## config.mk

```make
export PLATFORM = sky130hd
export DESIGN_NAME = ram_ahb2_arbiter
export DESIGN_NICKNAME = d
export VERILOG_FILES = /design/src/rtl/ram_ahb2_arbiter.sv
export SDC_FILE = /design/constraint.sdc
export NUM_CORES = 1
export LEC_CHECK = 0
export ABC_CLOCK_PERIOD_IN_PS = 2900
export CAP_MARGIN = 20
export CORE_ASPECT_RATIO = 0.8
export CORE_MARGIN = 3
export CORE_UTILIZATION = 35
export DETAILED_ROUTE_END_ITERATION = 10
export HOLD_SLACK_MARGIN = 0.12
export PLACE_DENSITY_LB_ADDON = 0.15
export SYNTH_ARGS = -nofsm -noshare
export SYNTH_HDL_FRONTEND = slang
export SYNTH_SLANG_ARGS = --single-unit
```

## constraint.sdc

```tcl
create_clock -name hclk -period 2.9 [get_ports hclk]
set_input_delay 0.58 -clock hclk [delete_from_list [all_inputs] [get_ports hclk]]
set_output_delay 0.58 -clock hclk [all_outputs]
set_load 0.01 [all_outputs]
```

## src/rtl/ram_ahb2_arbiter.sv

```systemverilog
// Two AHB-lite slave ports (m0 instruction, m1 data) sharing one single-port synchronous RAM.
// Each port runs its own small FSM; a round-robin arbiter picks which pending port owns the RAM this cycle.
module ram_ahb2_arbiter #(
  parameter int ADDR_WIDTH = 12
) (
  input  logic                  hclk,
  input  logic                  hresetn,
  input  logic                  m0_hsel,
  input  logic [31:0]           m0_haddr,
  input  logic [1:0]            m0_htrans,
  input  logic                  m0_hwrite,
  input  logic [2:0]            m0_hsize,
  input  logic [31:0]           m0_hwdata,
  output logic [31:0]           m0_hrdata,
  output logic                  m0_hready,
  output logic                  m0_hresp,
  input  logic                  m1_hsel,
  input  logic [31:0]           m1_haddr,
  input  logic [1:0]            m1_htrans,
  input  logic                  m1_hwrite,
  input  logic [2:0]            m1_hsize,
  input  logic [31:0]           m1_hwdata,
  output logic [31:0]           m1_hrdata,
  output logic                  m1_hready,
  output logic                  m1_hresp,
  output logic                  ram_en,
  output logic                  ram_we,
  output logic [3:0]            ram_be,
  output logic [ADDR_WIDTH-1:0] ram_addr,
  output logic [31:0]           ram_wdata,
  input  logic [31:0]           ram_rdata
);

  typedef enum logic [2:0] {IDLE, PEND, ACC, ERR1, ERR2} state_t;

  logic [1:0]            sel_in, trans_ok, wr_in;
  logic [31:0]           addr_in  [2];
  logic [2:0]            size_in  [2];
  logic [31:0]           wdata_in [2];

  state_t                st       [2];
  logic [ADDR_WIDTH+1:0] paddr    [2];
  logic [1:0]            psize    [2];
  logic [31:0]           rdata_q  [2];
  logic [1:0]            pwrite, hready_q, hresp_q;
  logic                  last_grant;

  logic [1:0]            capture, bad, req, gnt;
  logic                  gp;
  logic                  unused_htrans;

  assign sel_in   = {m1_hsel, m0_hsel};
  assign trans_ok = {m1_htrans[1], m0_htrans[1]};
  assign wr_in    = {m1_hwrite, m0_hwrite};
  assign addr_in[0]  = m0_haddr;
  assign addr_in[1]  = m1_haddr;
  assign size_in[0]  = m0_hsize;
  assign size_in[1]  = m1_hsize;
  assign wdata_in[0] = m0_hwdata;
  assign wdata_in[1] = m1_hwdata;
  assign unused_htrans = m0_htrans[0] ^ m1_htrans[0];

  // Own hready doubles as HREADYIN, so a port only takes a new address phase when it is not stalling.
  always_comb begin
    capture = '0;
    bad     = '0;
    for (int p = 0; p < 2; p++) begin
      capture[p] = sel_in[p] & trans_ok[p] & hready_q[p];
      bad[p] = (size_in[p] > 3'd2)
             || (size_in[p] == 3'd1 && addr_in[p][0])
             || (size_in[p] == 3'd2 && addr_in[p][1:0] != 2'b00)
             || (|addr_in[p][31:ADDR_WIDTH+2]);
    end
  end

  assign req    = {st[1] == PEND, st[0] == PEND};
  assign gnt[0] = req[0] & (~req[1] | last_grant);
  assign gnt[1] = req[1] & ~gnt[0];
  assign gp     = gnt[1];

  always_ff @(posedge hclk or negedge hresetn) begin
    if (!hresetn) begin
      for (int p = 0; p < 2; p++) begin
        st[p]      <= IDLE;
        paddr[p]   <= '0;
        psize[p]   <= '0;
        rdata_q[p] <= '0;
      end
      pwrite     <= '0;
      hready_q   <= 2'b11;
      hresp_q    <= '0;
      last_grant <= 1'b1;
    end else begin
      for (int p = 0; p < 2; p++) begin
        if (st[p] == ACC && !pwrite[p]) rdata_q[p] <= ram_rdata;
        if (capture[p]) begin
          paddr[p]    <= addr_in[p][ADDR_WIDTH+1:0];
          psize[p]    <= size_in[p][1:0];
          pwrite[p]   <= wr_in[p];
          hready_q[p] <= 1'b0;
          hresp_q[p]  <= bad[p];
          st[p]       <= bad[p] ? ERR1 : PEND;
        end else begin
          case (st[p])
            PEND: if (gnt[p]) begin
              st[p]       <= ACC;
              hready_q[p] <= 1'b1;
            end
            ERR1: begin
              st[p]       <= ERR2;
              hready_q[p] <= 1'b1;
              hresp_q[p]  <= 1'b1;
            end
            default: begin
              st[p]       <= IDLE;
              hready_q[p] <= 1'b1;
              hresp_q[p]  <= 1'b0;
            end
          endcase
        end
      end
      if (gnt[0])      last_grant <= 1'b0;
      else if (gnt[1]) last_grant <= 1'b1;
    end
  end

  // The granted port drives the RAM in the same cycle; hwdata is stable because hready is still low.
  always_comb begin
    ram_en    = 1'b0;
    ram_we    = 1'b0;
    ram_be    = 4'b0000;
    ram_addr  = '0;
    ram_wdata = '0;
    if (|gnt) begin
      ram_en    = 1'b1;
      ram_we    = pwrite[gp];
      ram_addr  = paddr[gp][ADDR_WIDTH+1:2];
      ram_wdata = wdata_in[gp];
      ram_be    = 4'b1111;
      if (pwrite[gp]) begin
        case (psize[gp])
          2'd0:    ram_be = 4'b0001 << paddr[gp][1:0];
          2'd1:    ram_be = paddr[gp][1] ? 4'b1100 : 4'b0011;
          default: ram_be = 4'b1111;
        endcase
      end
    end
  end

  assign m0_hready = hready_q[0];
  assign m1_hready = hready_q[1];
  assign m0_hresp  = hresp_q[0];
  assign m1_hresp  = hresp_q[1];
  assign m0_hrdata = (st[0] == ACC && !pwrite[0]) ? ram_rdata : rdata_q[0];
  assign m1_hrdata = (st[1] == ACC && !pwrite[1]) ? ram_rdata : rdata_q[1];

endmodule
```

==> results.tsv <==
stage	metric	value	unit
floorplanning	CORE AREA	13900	µm²
clock_tree	clk sinks	109	
yosys	Synth Net Count	596	
clock_tree	Max Root-Sink Buffers	2	
yosys	Seq/Total Area, Yosys	0.538	
cells_and_area	most frequent cells in the layout	clkdlybuf4s50_1 (212), dfrtp_1 (102), mux2_2 (98)	
pwr	Clk pwr share	0.204	
cells_and_area	Final Cell Area	8960	µm²
worst_setup_path	Setup crit end	m1_hrdata[30]	
timing	Worst Hold Slack	0.289	ns
clock_tree	CTS Hold Buffers Added	0	
yosys	yosys warns	0	
worst_setup_path	R2R Setup Slk	1.19	ns
worst_setup_path	worst reg2reg path depth	3	
worst_setup_path	critical path endpoint category	primary output	
yosys	Primary FF master, synth	dfrtp_1	
worst_setup_path	CP required	2.32	ns
yosys	cell count after synthesis	420	
clock_tree	Clock Latency Late Sink	0.34	ns
clock_tree	clk slew on worst S/H paths	0.07	ns
pwr	Worst VDD drop	0.398	mV
timing	Max Fclk	0.351	GHz
timing	skew final	0.00888	ns
pwr	combinational fraction of design power	0.419	
cells_and_area	NumNets Final	902	
yosys	async set-reset flop share out of synthesis	1.00	
worst_hold_path	Hold Path Class	input pin to async pin	
placed_design	dpl cell area	8290	µm²
detailed_routing	drc violations	0	
floorplanning	Die ar.	16000	µm²
worst_setup_path	critical path launch point type	flip-flop	
yosys	EDFF count, synth	0	
timing	Setup-failing EPs final	0	
clock_tree	CTS Buf Count	9	
timing	Slew headroom	0.541	
placed_design	Placed Cells	876	
timing	Hold Fails Final Rpt	0	
pwr	NetSw	1.70	mW
detailed_routing	DR pass1 iterations	4	
global_routing	vias in the first global route	4970	
detailed_routing	final antenna-violating net count	0	
worst_setup_path	Critical Path Start	st[2]$_DFFE_PN0P_	
timing	Final Slew Violations	0	
global_routing	first-pass GRT wire length	26500	µm
floorplanning	Die X	141	µm
clock_tree	root buf cell	clkbuf_16	
floorplanning	Row Count	38	
clock_tree	CTS tree	done	
worst_setup_path	Worst Path Arrival	2.27	ns
pwr	pwr dens	641	nW/µm²
status	status	finished, final reports clean	
worst_setup_path	crit path kind	flip-flop to primary output	
pwr	register share of total power	0.377	
worst_setup_path	RR Startpoint	st[2]$_DFFE_PN0P_	
yosys	synthesized area	5080	µm²
placed_design	GPL Wtd Cong	0.824	
floorplanning	I/O pins	294	
clock_tree	H-tree depth	3	
global_routing	initial antenna violation count	0	
floorplanning	Die H	114	µm
timing	fin crit share	0.981	
detailed_routing	via count	4643	
yosys	Synth Area per Inst	12.1	µm²
detailed_routing	Iter 0 DRT Violations	269	
timing	Tmin final	2.85	ns
global_routing	Total GRT Usage	0.206	
pwr	leakage power	4.48	nW
placed_design	Detailed Place HPWL	12500	µm
yosys	Seq cells post-synth	109	
global_routing	GRT overflow	0	
floorplanning	Initial Util	0.366	
timing	RSZ-0062 raised after global routing	yes	
cells_and_area	Final Non-Filler Cells	911	
timing	setup tns final	0	ns
pwr	Net Sw Frac	0.295	
yosys	Synth cell types	40	
global_routing	maximum number of pins on one net before global-route repair	53	
worst_setup_path	Reg-to-Reg End	st[4]$_DFFE_PN0P_	
cells_and_area	Syn-to-layout area delta	76.3	%
detailed_routing	final WL	17500	µm
cells_and_area	commonest non-fill, non-tap cell in the layout	clkdlybuf4s50_1	
cells_and_area	layout cells sized above 1	0.227	
placed_design	IO Port Bufs	291	
flow_run	Max Cap Viol	0	
detailed_routing	WL per Instance	19.2	µm
timing	Worst Tran Pin Value	0.689	ns
pwr	internal power consumption	4.05	mW
cells_and_area	antenna diode count	0	
detailed_routing	via/cell ratio	5.10	
worst_setup_path	Max FO, Critical Path	12	
metrics by stage:
| step | utilization | setup WS [ns] | total power [mW] |
|---|---|---|---|
| 2_1_floorplan | - | 0.769 | 3.19 |
| 3_3_place_gp | 0.597 | 0.167 | 4.57 |
| 3_5_place_dp | 0.597 | 0.172 | 4.65 |
| 4_1_cts | 0.620 | -0.0762 | 5.82 |
| 5_1_grt | 0.645 | -0.0147 | 6.08 |
| 6_report | 0.645 | 0.0543 | 5.74 |
registers in the layout, indices dropped and copies added (netlist names):
register	count
hresp_q	2
rdata_q	64
paddr	28
psize	4
last_grant	1
pwrite	2
hready_q	2
st	6
layout make-up:
class / instances / area [µm²]
clock buffer: 11 / 243
clock inverter: 5 / 42.5
fill: 1070 / 4930
inverter: 4 / 15.0
multi-input combinational: 276 / 2230
sequential: 109 / 2740
tap: 180 / 225
timing repair buffer: 326 / 3460
worst max-delay path: stages (launching register included):
cell and delay, ns:
dfrtp_2 0.45, nor4b_4 0.30, buf_6 0.16, clkbuf_16 0.17, mux2_2 0.35, clkdlybuf4s50_1 0.50
metal layers:
metal  GRT usage  vias to the layer above  share of wire
met5           0                        -              0
met4      0.0323                        0         0.0075
met3      0.0662                       15          0.075
met2       0.361                      173           0.50
met1       0.257                     2285           0.42
li1            -                     2170              -
synthesized netlist by cell type, types with 2 or more instances:
cell	instances	area share
dfrtp_1	106	0.52
nor3b_1	2	0.0030
nor4_1	6	0.0074
nand2b_1	4	0.0049
a221oi_1	2	0.0034
a211oi_1	2	0.0030
nand2_1	2	0.0015
and3_1	2	0.0025
or3_1	2	0.0025
inv_1	4	0.0030
nor3_1	2	0.0020
buf_2	12	0.012
o21ai_0	39	0.038
nor4b_2	2	0.0059
nor2b_1	2	0.0025
a22o_1	12	0.021
nand3_1	35	0.034
a22oi_1	4	0.0059
mux2_2	98	0.22
buf_6	2	0.0044
a21oi_1	37	0.036
nor2_1	3	0.0022
clkbuf_1	14	0.010
a2111oi_0	2	0.0034
dfstp_2	3	0.016
a311oi_1	2	0.0034
o211a_1	2	0.0039
or4_1	4	0.0059
buf_4	2	0.0030
power by group through the flow:
stage | Clock, mW | Sequential (mW) | Combinational, mW
6_report | 1.17 | 2.16 | 2.41
5_1_grt | 1.28 | 2.22 | 2.57
4_1_cts | 1.20 | 2.17 | 2.45
3_5_place_dp | 0 | 2.20 | 2.45
3_3_place_gp | 0 | 2.17 | 2.40
2_1_floorplan | 0 | 2.14 | 1.05
kinds of logic after synthesis:
kind of cell           after synthesis  share of synthesized area
AO/OA/AOI/OAI                      105                      0.125
buffers and inverters               36                     0.0342
flip-flops                         109                      0.538
multiplexers                        98                      0.217
AND/OR/NAND/NOR                     72                     0.0860
repair_timing:
item / 4_1_cts / 5_1_grt
resized for setup: 12 / 90
hold endpoints to repair: 0 / 0
buffers inserted: 1 / 13
setup endpoints to repair: 56 / 106
pin swaps: 4 / 3
gates cloned: 3 / 2
worst min-delay path by stage:
stage | start | endpoint | slack [ns] | cells past startpoint
detailed placement | rdata_q[23]$_DFF_PN0_ | rdata_q[23]$_DFF_PN0_ | 0.48 | 1
global route | hresetn | paddr[10]$_DFFE_PN0P_ | 0.33 | 1
global placement | rdata_q[22]$_DFF_PN0_ | rdata_q[22]$_DFF_PN0_ | 0.48 | 1
finish | hresetn | rdata_q[0]$_DFF_PN0_ | 0.29 | 1
floorplan | hresetn | hresp_q[0]$_DFFE_PN0P_ | 0.28 | 0
CTS | hresetn | rdata_q[54]$_DFF_PN0_ | 0.31 | 1
Note: power is estimated with default switching activity, not from simulation.
